## config.mk

```make
export PLATFORM = sky130hd
export DESIGN_NAME = ultrasonido_ping_ctrl
export DESIGN_NICKNAME = d
export VERILOG_FILES = /design/src/rtl/ultrasonido_pkg.sv /design/src/rtl/ultra_echo_sync.sv /design/src/rtl/ultrasonido_ping_ctrl.sv
export SDC_FILE = /design/constraint.sdc
export NUM_CORES = 1
export LEC_CHECK = 0
export CAP_MARGIN = 20
export CORE_UTILIZATION = 45
export DETAILED_ROUTE_END_ITERATION = 8
export PLACE_DENSITY = 0.74
export SLEW_MARGIN = 20
export SYNTH_ARGS = -nofsm -noshare
export SYNTH_HDL_FRONTEND = slang
export SYNTH_SLANG_ARGS = --single-unit
```

## constraint.sdc

```tcl
create_clock -name Varclock -period 2.45 [get_ports Varclock]
set_input_delay 0.49 -clock Varclock [delete_from_list [all_inputs] [get_ports Varclock]]
set_output_delay 0.49 -clock Varclock [all_outputs]
set_load 0.005 [all_outputs]
```

## src/rtl/ultrasonido_pkg.sv

```systemverilog
// Shared state type, default timing and microsecond-to-cycle conversion for the HC-SR04 ping controller.
// The defaults are also used by the echo-distance counter bench.
package ultrasonido_pkg;

    typedef enum logic [2:0] {
        IDLE,
        CLR,
        TRIG,
        WAIT_HI,
        MEAS,
        HOLD
    } ping_state_t;

    localparam int DEF_CLK_FREQ_HZ   = 1_000_000;
    localparam int DEF_TRIG_US       = 10;
    localparam int DEF_ECHO_START_US = 30_000;
    localparam int DEF_ECHO_MAX_US   = 38_000;
    localparam int DEF_HOLDOFF_US    = 60_000;

    // 64-bit product: long holdoff windows at fast clocks overflow 32 bits.
    function automatic int us_to_cyc(input int us, input int clk_hz);
        longint cyc;
        cyc = (longint'(us) * longint'(clk_hz)) / 64'sd1_000_000;
        if (cyc < 64'sd1) begin
            cyc = 64'sd1;
        end
        return int'(cyc);
    endfunction

    function automatic int max2(input int a, input int b);
        return (a > b) ? a : b;
    endfunction

endpackage

```

## src/rtl/ultra_echo_sync.sv

```systemverilog
// Two-flop synchronizer for the raw sensor echo, plus rise/fall flags of the synchronized level.
module ultra_echo_sync (
    input  logic Varclock,
    input  logic Reset,
    input  logic echo_i,
    output logic echo_s_o,
    output logic echo_rise_o,
    output logic echo_fall_o
);

    logic meta_q;
    logic sync_q;
    logic prev_q;

    always_ff @(posedge Varclock) begin
        if (!Reset) begin
            meta_q <= 1'b0;
            sync_q <= 1'b0;
            prev_q <= 1'b0;
        end else begin
            meta_q <= echo_i;
            sync_q <= meta_q;
            prev_q <= sync_q;
        end
    end

    assign echo_s_o    = sync_q;
    assign echo_rise_o = sync_q & ~prev_q;
    assign echo_fall_o = ~sync_q & prev_q;

endmodule

```

## src/rtl/ultrasonido_ping_ctrl.sv

```systemverilog
// HC-SR04 initiator: trigger pulse, echo window timing, clear/enable of the distance counter.
// Build option ULTRA_AUTO_RETRIGGER_EN: HOLD re-enters CLR for continuous ranging instead of IDLE.
//
//   state   | meaning
//   IDLE    | waiting for Start
//   CLR     | one-cycle clear of the distance counter
//   TRIG    | trigger pin high for TRIG_CYC cycles
//   WAIT_HI | counter enabled, waiting for echo rise
//   MEAS    | counter enabled, echo high, waiting for fall
//   HOLD    | sensor quiet time before the next ping
module ultrasonido_ping_ctrl
    import ultrasonido_pkg::*;
#(
    parameter int CLK_FREQ_HZ   = DEF_CLK_FREQ_HZ,
    parameter int TRIG_US       = DEF_TRIG_US,
    parameter int ECHO_START_US = DEF_ECHO_START_US,
    parameter int ECHO_MAX_US   = DEF_ECHO_MAX_US,
    parameter int HOLDOFF_US    = DEF_HOLDOFF_US
) (
    input  logic Varclock,
    input  logic Reset,
    input  logic Start,
    input  logic Echo,
    output logic Trigger,
    output logic Clear,
    output logic Enable,
    output logic Busy,
    output logic Valid,
    output logic Timeout
);

    localparam int TRIG_CYC       = us_to_cyc(TRIG_US, CLK_FREQ_HZ);
    localparam int ECHO_START_CYC = us_to_cyc(ECHO_START_US, CLK_FREQ_HZ);
    localparam int ECHO_MAX_CYC   = us_to_cyc(ECHO_MAX_US, CLK_FREQ_HZ);
    localparam int HOLDOFF_CYC    = us_to_cyc(HOLDOFF_US, CLK_FREQ_HZ);
    localparam int MAX_CYC        = max2(max2(TRIG_CYC, ECHO_START_CYC),
                                         max2(ECHO_MAX_CYC, HOLDOFF_CYC));
    localparam int TIMER_W        = $clog2(MAX_CYC) + 1;

    // Loaded with N-1 so that each state lasts exactly N cycles including the exit cycle.
    localparam logic [TIMER_W-1:0] TRIG_LD       = TIMER_W'(TRIG_CYC - 1);
    localparam logic [TIMER_W-1:0] ECHO_START_LD = TIMER_W'(ECHO_START_CYC - 1);
    localparam logic [TIMER_W-1:0] ECHO_MAX_LD   = TIMER_W'(ECHO_MAX_CYC - 1);
    localparam logic [TIMER_W-1:0] HOLDOFF_LD    = TIMER_W'(HOLDOFF_CYC - 1);
    localparam logic [TIMER_W-1:0] TIMER_ONE     = TIMER_W'(1);

    ping_state_t        state_q;
    logic [TIMER_W-1:0] timer_q;
    logic               trigger_q;
    logic               clear_q;
    logic               enable_q;
    logic               busy_q;
    logic               valid_q;
    logic               timeout_q;

    logic echo_s;
    logic echo_fall;
    logic echo_rise_unused;
    logic timer_zero;

    ultra_echo_sync u_echo_sync (
        .Varclock    (Varclock),
        .Reset       (Reset),
        .echo_i      (Echo),
        .echo_s_o    (echo_s),
        .echo_rise_o (echo_rise_unused),
        .echo_fall_o (echo_fall)
    );

    assign timer_zero = (timer_q == '0);

    always_ff @(posedge Varclock) begin
        if (!Reset) begin
            state_q   <= IDLE;
            timer_q   <= '0;
            trigger_q <= 1'b0;
            clear_q   <= 1'b0;
            enable_q  <= 1'b0;
            busy_q    <= 1'b0;
            valid_q   <= 1'b0;
            timeout_q <= 1'b0;
        end else begin
            clear_q   <= 1'b0;
            valid_q   <= 1'b0;
            timeout_q <= 1'b0;
            case (state_q)
                IDLE: begin
                    if (Start) begin
                        state_q <= CLR;
                        clear_q <= 1'b1;
                        busy_q  <= 1'b1;
                    end
                end
                CLR: begin
                    state_q   <= TRIG;
                    trigger_q <= 1'b1;
                    timer_q   <= TRIG_LD;
                end
                TRIG: begin
                    if (timer_zero) begin
                        state_q   <= WAIT_HI;
                        trigger_q <= 1'b0;
                        enable_q  <= 1'b1;
                        timer_q   <= ECHO_START_LD;
                    end else begin
                        timer_q <= timer_q - TIMER_ONE;
                    end
                end
                WAIT_HI: begin
                    // Level test, so an echo already high on entry counts as a rise.
                    if (echo_s) begin
                        state_q <= MEAS;
                        timer_q <= ECHO_MAX_LD;
                    end else if (timer_zero) begin
                        state_q   <= HOLD;
                        enable_q  <= 1'b0;
                        timeout_q <= 1'b1;
                        timer_q   <= HOLDOFF_LD;
                    end else begin
                        timer_q <= timer_q - TIMER_ONE;
                    end
                end
                MEAS: begin
                    if (echo_fall) begin
                        state_q  <= HOLD;
                        enable_q <= 1'b0;
                        valid_q  <= 1'b1;
                        timer_q  <= HOLDOFF_LD;
                    end else if (timer_zero) begin
                        state_q   <= HOLD;
                        enable_q  <= 1'b0;
                        timeout_q <= 1'b1;
                        timer_q   <= HOLDOFF_LD;
                    end else begin
                        timer_q <= timer_q - TIMER_ONE;
                    end
                end
                HOLD: begin
                    if (timer_zero) begin
`ifdef ULTRA_AUTO_RETRIGGER_EN
                        state_q <= CLR;
                        clear_q <= 1'b1;
`else
                        state_q <= IDLE;
                        busy_q  <= 1'b0;
`endif
                    end else begin
                        timer_q <= timer_q - TIMER_ONE;
                    end
                end
                default: begin
                    state_q   <= IDLE;
                    timer_q   <= '0;
                    trigger_q <= 1'b0;
                    enable_q  <= 1'b0;
                    busy_q    <= 1'b0;
                end
            endcase
        end
    end

    assign Trigger = trigger_q;
    assign Clear   = clear_q;
    assign Enable  = enable_q;
    assign Busy    = busy_q;
    assign Valid   = valid_q;
    assign Timeout = timeout_q;

endmodule

```

==> Word-level counts from Yosys, hierarchy flattened <==
Cells that the tools add are included.
{ "totals": {"regBits": 29, "in_bits": 4, "output_inout_bits": 6, "elab_cells": 68} }
{ "op_classes": {"n_addsub": 1, "eq_ne": 10, "muxes": 28, "bitwise_logic": 6, "reduce_logical": 12} }
{ "ops": {"columns": ["operator", "count"], "rows": [
  ["$pmux 17 s6", 1],
  ["$mux 17", 5],
  ["$mux 3", 6],
  ["$pmux 3 s6", 1],
  ["$logic_not 17->1", 1],
  ["$sub 17x1->17 const B", 1],
  ["$mux 1", 11],
  ["$ne 2x2->1 const B", 5],
  ["$reduce_and 3->1", 3],
  ["$reduce_and 2->1", 4],
  ["$reduce_or 4->1", 2],
  ["$eq 3x2->1 const B", 2],
  ["$eq 3x3->1 const B", 2],
  ["$pmux 1 s3", 2],
  ["$not 1->1", 5],
  ["$pmux 1 s4", 1],
  ["$eq 3x1->1 const B", 1],
  ["$logic_not 3->1", 1],
  ["$reduce_or 3->1", 1],
  ["$pmux 1 s2", 1],
  ["$and 1x1->1", 1]
]} }

==> Depth between registers and ports, before layout <==
Gate-level depths: netlist of the first run.
{ "logic_depth": {"ltp_word": 4, "depth_mapped": 9, "mapped_depth_nobuf": 8} }

==> Hierarchy <==
From an unflattened synthesis of the first run, not the netlist that was laid out.
{ "unflattened": {"hier_cells": 242, "hier_area_um2": 1838.0} }
{ "by_module_without_submodules": {"columns": ["mod", "n_inst", "cells_each", "area_per_inst_um2", "seq_area_each_um2"], "rows": [
  ["ultrasonido_ping_ctrl", 1, 234, 1746.7, 520.5],
  ["ultra_echo_sync", 1, 8, 91.3, 60.1]
]} }

==> Worst setup path after synthesis of the first run <==
OpenSTA, ideal clock, no wires.
{ "synth_timing": {"path_kind": "register to register", "start": "register timer_q[0]", "end": "register timer_q[5]", "setup_time_ns": 0.122, "t_arrival_ns": 1.774, "required_time_ns": 2.328, "slack_ns": 0.554, "path_stages_with_launch": 9, "path_buffers": 0, "synth_period_minus_slack_ns": 1.896, "path_cell_list": "dfxtp_1 inv_1 ha_1 nor4b_1 and4_2 a21oi_1 nor2_4 o41ai_1 a221o_1"} }
{ "synth_between": {"elab_chain_len": 4, "word_cells_on_any_way": 10, "classes_between": "1 x add/sub; 1 x eq/ne; 6 x mux; 2 x reduce/logical"} }
{ "synth_lines": {"columns": ["element", "line_no", "rtl"], "rows": [
  ["from (decl)", "ultrasonido_ping_ctrl.sv:48", "logic [TIMER_W-1:0] timer_q;"],
  ["from (signal assigned)", "ultrasonido_ping_ctrl.sv:106", "timer_q <= timer_q - TIMER_ONE;"],
  ["from (signal assigned)", "ultrasonido_ping_ctrl.sv:120", "timer_q <= timer_q - TIMER_ONE;"],
  ["from (signal assigned)", "ultrasonido_ping_ctrl.sv:135", "timer_q <= timer_q - TIMER_ONE;"],
  ["$sub 17x1->17 / $logic_not 17->1 (equally long branches)", null, null],
  ["$mux 17", "ultrasonido_ping_ctrl.sv:114, ultrasonido_ping_ctrl.sv:129", null],
  ["$mux 17, on equally long branches", "ultrasonido_ping_ctrl.sv:124, ultrasonido_ping_ctrl.sv:111", null],
  ["$pmux 17 s6", "ultrasonido_ping_ctrl.sv:86", "case (state_q)"]
]} }
Parallel ways exist; a longest one is shown, timed or not. The select of a mux whose other input is x is not followed.
A chain may end at the register's enable or synchronous reset.

==> Worst setup path in the final report of the first run <==
Same ends and word-level chain as after synthesis.

==> results of run 1 <==
## routing by layer
| metal | global-route usage | vias up | part of all wire |
|---|---|---|---|
| met4 | 0.111 | 0 | 0.024 |
| met2 | 0.330 | 101 | 0.43 |
| met5 | 0 | - | 0 |
| li1 | - | 903 | - |
| met3 | 0.0707 | 13 | 0.091 |
| met1 | 0.332 | 856 | 0.46 |
## power by group through the flow
stage	clock, mW	sequential [mW]	combinational, mW
after global routing	0.415	0.867	2.36
after detailed placement	0	0.846	2.08
after global placement	0	0.840	2.06
after CTS	0.398	0.835	2.10
final	0.387	0.844	2.18
after floorplan	0	0.737	1.67
## worst max-delay path by stage
stage,from,end,cells after the start
2_1_floorplan,timer_q[0]$_SDFFE_PN0P_,timer_q[5]$_SDFFE_PN0P_,8
3_3_place_gp,timer_q[0]$_SDFFE_PN0P_,timer_q[4]$_SDFFE_PN0P_,8
3_5_place_dp,timer_q[0]$_SDFFE_PN0P_,timer_q[4]$_SDFFE_PN0P_,8
4_1_cts,timer_q[0]$_SDFFE_PN0P_,timer_q[12]$_SDFFE_PN0P_,8
5_1_grt,timer_q[0]$_SDFFE_PN0P_,timer_q[5]$_SDFFE_PN0P_,8
6_report,timer_q[0]$_SDFFE_PN0P_,timer_q[5]$_SDFFE_PN0P_,8
## synth_stat cells, types with 2 or more instances
cell type   n  share of area
dfxtp_1    29           0.32
nor2_1     21          0.043
o21ai_0    21          0.057
a21oi_1    18          0.049
nand2_1    18          0.037
nor3_1      9          0.025
inv_1       8          0.016
clkbuf_1    7          0.014
a31oi_1     5          0.017
and3_1      5          0.017
nand2b_1    5          0.017
nor4_1      5          0.017
a21o_1      4          0.016
a22oi_1     4          0.016
buf_2       4          0.011
nand4_1     4          0.014
nor2b_1     4          0.014
o22ai_1     4          0.014
or4_1       4          0.016
a22o_1      3          0.014
and2_1      3          0.010
xor2_1      3          0.014
a2bb2oi_1   2         0.0095
a41oi_1     2         0.0095
ha_1        2          0.014
mux2i_1     2          0.011
nand3_1     2         0.0055
nor4_4      2          0.023
nor4b_1     2         0.0095
o21ai_1     2         0.0055
o311ai_0    2         0.0095
o41ai_1     2         0.0095
or3_1       2         0.0068
or4bb_1     2          0.012
xnor2_1     2         0.0095
## final cells by class
cell class / count / area share
Clock buffer: 6 / 0.0345
Tap cell: 48 / 0.0285
Sequential cell: 29 / 0.276
Clock inverter: 2 / 0.00475
Timing Repair Buffer: 21 / 0.0856
Multi-Input combinational cell: 183 / 0.557
Inverter: 8 / 0.0143
## critical path: stages (launching register included)
cell,delay [ns]
dfxtp_1,0.41
inv_1,0.09
ha_1,0.24
nor4b_2,0.18
and4_4,0.27
a21oi_2,0.36
nand3_2,0.25
nor3_1,0.23
a221o_1,0.12
## timing repair
item,4_1_cts,5_1_grt
setup endpoints to repair,3,7
gates resized for setup,1,2
endpoints found under the hold margin,0,0
hold buffers,0,0
pin swaps,0,0
setup buffers,0,0
## registers in the layout, indices dropped and copies added (netlist names)
| name | cells |
|---|---|
| Busy | 1 |
| Clear | 1 |
| Enable | 1 |
| Timeout | 1 |
| Trigger | 1 |
| Valid | 1 |
| state_q | 3 |
| timer_q | 17 |
| u_echo_sync.echo_s_o | 1 |
| u_echo_sync.meta_q | 1 |
| u_echo_sync.prev_q | 1 |
## placed cells by master (no fill, tap or decap), types with 4 or more instances in the layout
master / n
a21o_1: 4
a21oi_1: 18
a22oi_1: 4
a31oi_1: 5
and3_1: 5
buf_4: 12
clkbuf_8: 5
clkdlybuf4s50_1: 9
dfxtp_1: 29
inv_1: 8
nand2_1: 18
nand2b_1: 5
nand4_1: 4
nor2_1: 21
nor2b_1: 4
nor3_1: 9
nor4_1: 5
o21ai_0: 21
o22ai_1: 4
or4_1: 4
## metrics by stage
| step | power, mW | util |
|---|---|---|
| 3_3_place_gp | 2.91 | 0.529 |
| 3_5_place_dp | 2.93 | 0.529 |
| 2_1_floorplan | 2.40 | - |
| 5_1_grt | 3.64 | 0.554 |
| 6_report | 3.41 | 0.554 |
| 4_1_cts | 3.33 | 0.552 |
## kinds of logic (layout without fill, tap and decap cells)
group,count (synthesis),in the layout
adder cells (fa/ha/maj),2,2
multiplexers,2,2
AND/OR/NAND/NOR,97,97
AO/OA/AOI/OAI,77,77
XOR/XNOR,5,5
buffers and inverters,21,37
flip-flops,29,29
==> flow_metrics.tcl, run 1 <==
set metrics [dict create \
    outcome "finished clean" \
    insertion_delay_ns 0.29 \
    min_to "u_echo_sync.echo_s_o$_SDFF_PN0_" \
    async_reset_ff_frac 0 \
    final-seq-area_um2 581 \
    fin_hold_ws_ns 0.440 \
    syn_inst 233 \
    path_class "reg -> reg" \
    drt-total-wl_um 4780 \
    yosysWarnings 0 \
    place_ws_ns -0.0559 \
    path_max_fanout 13 \
    synth_seq_area_share 0.316 \
    synth_area_per_cell_um2 7.88 \
    ys_types 54 \
    syn_nets 239 \
    multi_input_area_um2 1170 \
    viasPerCell 6.31 \
    maxSlewViolCount 0 \
    start_util 0.483 \
    ff2ff_setup_slack_ns 0.25 \
    synth-xor-area-share 0.0239 \
    hold_depth 1 \
    r2r_cells 8 \
    fin_tns_setup_ns 0 \
    place_area_um2 2010 \
    synthFlopType "dfxtp_1" \
    p_comb_frac 0.639 \
    crit_path_end_kind "flop" \
    clock_sinks 29 \
    leakage_nw 0.834 \
    synth_mux_area_frac 0.0109 \
    arrival_ns 2.44 \
    syn_to_final_growth_pct 14.7 \
    cts_tree "built" \
    placeableCoreArea_um2 3800 \
    synth_fa_ha_area_frac 0.0136 \
    power_density_nw_per_um2 1620 \
    required_ns 2.69 \
    final_antenna_net_count 0 \
    p_int_mw 1.73 \
    hold_viol_final 0 \
    cts_max_path_buffers 2 \
    rsz0062_at_grt "no" \
    r2r-end "timer_q[5]$_SDFFE_PN0P_" \
    place_inst 289 \
    instances_no_fill 297 \
    ys_ff_latch 29 \
    critPathLaunchType "flop" \
    nets 254 \
    cts.htree.levels 2 \
    peakVddDrop_mv 0.711 \
    portBuffers 9 \
    maxSlewHeadroom 0.606 \
    routedWlPerCell_um 16.1 \
    drt-initial-drc-count 180 \
    p_sw_mw 1.68 \
    power_frac_clock 0.114 \
    first_global_vias 1595 \
    max-cap-violations 0 \
    track_usage 0.239 \
    reg2reg_from "timer_q[0]$_SDFFE_PN0P_" \
    tightest_slew_ns 0.585 \
    fin_skew_ns 0.00743 \
    fmax_mhz 455 \
    drive_gt1_frac 0.133 \
    min_from "u_echo_sync.meta_q$_SDFF_PN0_" \
    clkSlewWorstSetupHoldPaths_ns 0.07 \
    nFillCells 346 \
    synth_compound_area_frac 0.273 \
    p_sw_frac 0.494 \
    die_w_um 65.9 \
    synth_top_family_by_area "simple AND/OR/NAND/NOR gates" \
    synth_edf_count 0 \
    post-route-min-period_ns 2.20 \
    gr-total-overflow 0 \
    synthSimpleGateAreaFrac 0.310 \
    syn_area_um2 1840 \
    firstDrtPassIters 5 \
    die_area_um2 4340 \
    fin_crit_sh 0.897 \
    setup_viol 0 \
    num_vias 1873 \
    gp_congestion 0.914 \
    fin_ws_ns 0.252 \
    grt_max_degree 17 \
    rows 22 \
    grt_pass1_wl_um 7690 \
    seqPwrFrac 0.247 \
    antennaDiodeCount 0 \
    drc 0 \
    hp-class "reg -> reg" \
    die_y_um 65.9 \
    pin_count 10 \
    fin_area_um2 2110 \
    root_buffer "clkbuf_8" \
    antenna_found_initial 0 \
    hpwl_um 3420 \
    cts_buffers 5 \
]
(Power assumes the default switching activity.)
==> run 2, diff against run 1 <==
--- a/config.mk
+++ b/config.mk
@@ -7,6 +7,7 @@
 export LEC_CHECK = 0
 export CAP_MARGIN = 20
 export CORE_UTILIZATION = 45
+export CTS_BUF_LIST = sky130_fd_sc_hd__clkbuf_4 sky130_fd_sc_hd__clkbuf_8
 export DETAILED_ROUTE_END_ITERATION = 8
 export PLACE_DENSITY = 0.74
 export SLEW_MARGIN = 20
==> run 2 against run 1 <==
  * Utilization up 0.099 points
  * Maximum frequency grew 0.13%
  * Die area did not move
  * Clock power up 4%
  * Count of clock-buffer cells in the layout unchanged
  * Critical path type unchanged
  * Sequential share of layout area about the same
  * Via count is 0.32% higher
  * Sequential cell count unchanged
  * Cell count did not move
  * Global-route usage unchanged
  * Largest power group unchanged
==> flow_metrics.tcl, run 2 (same netlist as run 1, synthesis figures left out) <==
set metrics [dict create \
    final_antenna_net_count 0 \
    power_density_nw_per_um2 1620 \
    fin_crit_sh 0.896 \
    die_w_um 65.9 \
    clkSlewWorstSetupHoldPaths_ns 0.07 \
    power_mw 3.42 \
    syn_to_final_growth_pct 14.9 \
    maxSlewViolCount 0 \
    cts_max_path_buffers 2 \
    firstDrtPassIters 5 \
    largest-register "timer_q" \
    clock_sinks 29 \
    fin_skew_ns 0.0103 \
    hp-class "reg -> reg" \
    outcome "finished clean" \
    leakage_nw 0.838 \
    critPathLaunchType "flop" \
    grt_pass1_wl_um 7690 \
    largestRegisters "timer_q x17, state_q x3" \
    cts_tree "built" \
    instances_no_fill 297 \
    peakVddDrop_mv 0.709 \
    grt_max_degree 17 \
    layout_common_cells "dfxtp_1, o21ai_0, nor2_1" \
    final-seq-area_um2 581 \
    portBuffers 9 \
    routedWlPerCell_um 16.0 \
    drt-initial-drc-count 196 \
    first_global_vias 1596 \
    post-route-min-period_ns 2.20 \
    setup_viol 0 \
    insertion_delay_ns 0.29 \
    place_inst 289 \
    crit_family "simple AND/OR/NAND/NOR gates" \
    fmax_mhz 455 \
    viasPerCell 6.33 \
    gp_congestion 0.914 \
    crit_path_end_kind "flop" \
    antennaDiodeCount 0 \
    cts_setup_buffers 0 \
    multi_input_area_um2 1170 \
    drt-total-wl_um 4750 \
    path_cells "inv_1, ha_1, nor4b_2, and4_4, a21oi_2, nand3_2, nor3_1, a221o_1" \
    nets 254 \
    critPathMaxStageDelay_ns 0.41 \
    arrival_ns 2.44 \
    placeableCoreArea_um2 3800 \
    hpwl_um 3420 \
    path_buf_inv 1 \
    antenna_found_initial 0 \
    path_max_fanout 13 \
    die_y_um 65.9 \
    cts.htree.levels 2 \
    largest_reg_flops 17 \
    track_usage 0.239 \
    max-cap-violations 0 \
    nFillCells 346 \
    rows 22 \
    fin_area_um2 2110 \
    hold_viol_final 0 \
    slowest_stage "dfxtp_1" \
    pin_count 10 \
    path_class "reg -> reg" \
    die_area_um2 4340 \
    required_ns 2.69 \
    layout_commonest_cell "dfxtp_1" \
    tightest_slew_ns 0.607 \
    start_util 0.483 \
    num_vias 1879 \
    gr-total-overflow 0 \
    drc 0 \
    fin_tns_setup_ns 0 \
    root_buffer "clkbuf_8" \
    maxSlewHeadroom 0.592 \
    place_area_um2 2010 \
    drive_gt1_frac 0.137 \
    rsz0062_at_grt "no" \
    cts_buffers 5 \
]
[run 2: power breakdown]
group	switching, mW	total [mW]	leakage (nW)	internal (mW)
Combinational	1.26	2.18	0.553	0.921
Sequential	0.234	0.843	0.237	0.609
Clock	0.194	0.401	0.0484	0.207
Total	1.69	3.42	0.838	1.74
[run 2: final timing paths]
kind | start | to | slack [ns] | depth (start not counted)
worst min-delay path | u_echo_sync.meta_q$_SDFF_PN0_ | u_echo_sync.echo_s_o$_SDFF_PN0_ | 0.44 | 1
worst max-delay path | timer_q[0]$_SDFFE_PN0P_ | timer_q[5]$_SDFFE_PN0P_ | 0.25 | 8
worst max register to register | timer_q[0]$_SDFFE_PN0P_ | timer_q[5]$_SDFFE_PN0P_ | 0.25 | 8
worst min register to register | u_echo_sync.meta_q$_SDFF_PN0_ | u_echo_sync.echo_s_o$_SDFF_PN0_ | 0.44 | 1
[run 2: layout make-up]
type / count / share of cell area
sequential: 29 / 0.275
inverter: 8 / 0.0142
clock inverter: 2 / 0.00474
tap: 48 / 0.0285
timing repair buffer: 21 / 0.0854
multi-input combinational: 183 / 0.556
clock buffer: 6 / 0.0362
[run 2: worst reg2reg max path, delay by kind of cell, from the launching register on]
kind,cells,cell delay (ns)
buf+inv,1,0.09
flops,1,0.41
simple gates,4,0.94
fa+ha+maj,1,0.23
compound gates,2,0.48
[run 2: per-stage QoR]
| stage | util | setup WS, ns | hold slack [ns] |
|---|---|---|---|
| after global routing | 0.555 | 0.127 | 0.455 |
| after global placement | 0.529 | 0.00926 | 0.428 |
| after CTS | 0.553 | 0.0906 | 0.447 |
| after detailed placement | 0.529 | -0.0559 | 0.429 |
| after floorplan | - | 0.554 | 0.412 |
| final | 0.555 | 0.254 | 0.440 |
[run 2: what timing repair did]
item	4_1_cts	5_1_grt
resized for setup	1	2
endpoints found under the setup margin	3	7
gates cloned	0	0
hold buffers	0	0
[run 2: layer usage]
metal  wire length, µm  vias up  GRT usage
li1                  -      906          -
met1              2230      867      0.332
met2              1970       91      0.330
met3               414       15     0.0707
met4               137        0      0.111
met5                 0        -          0
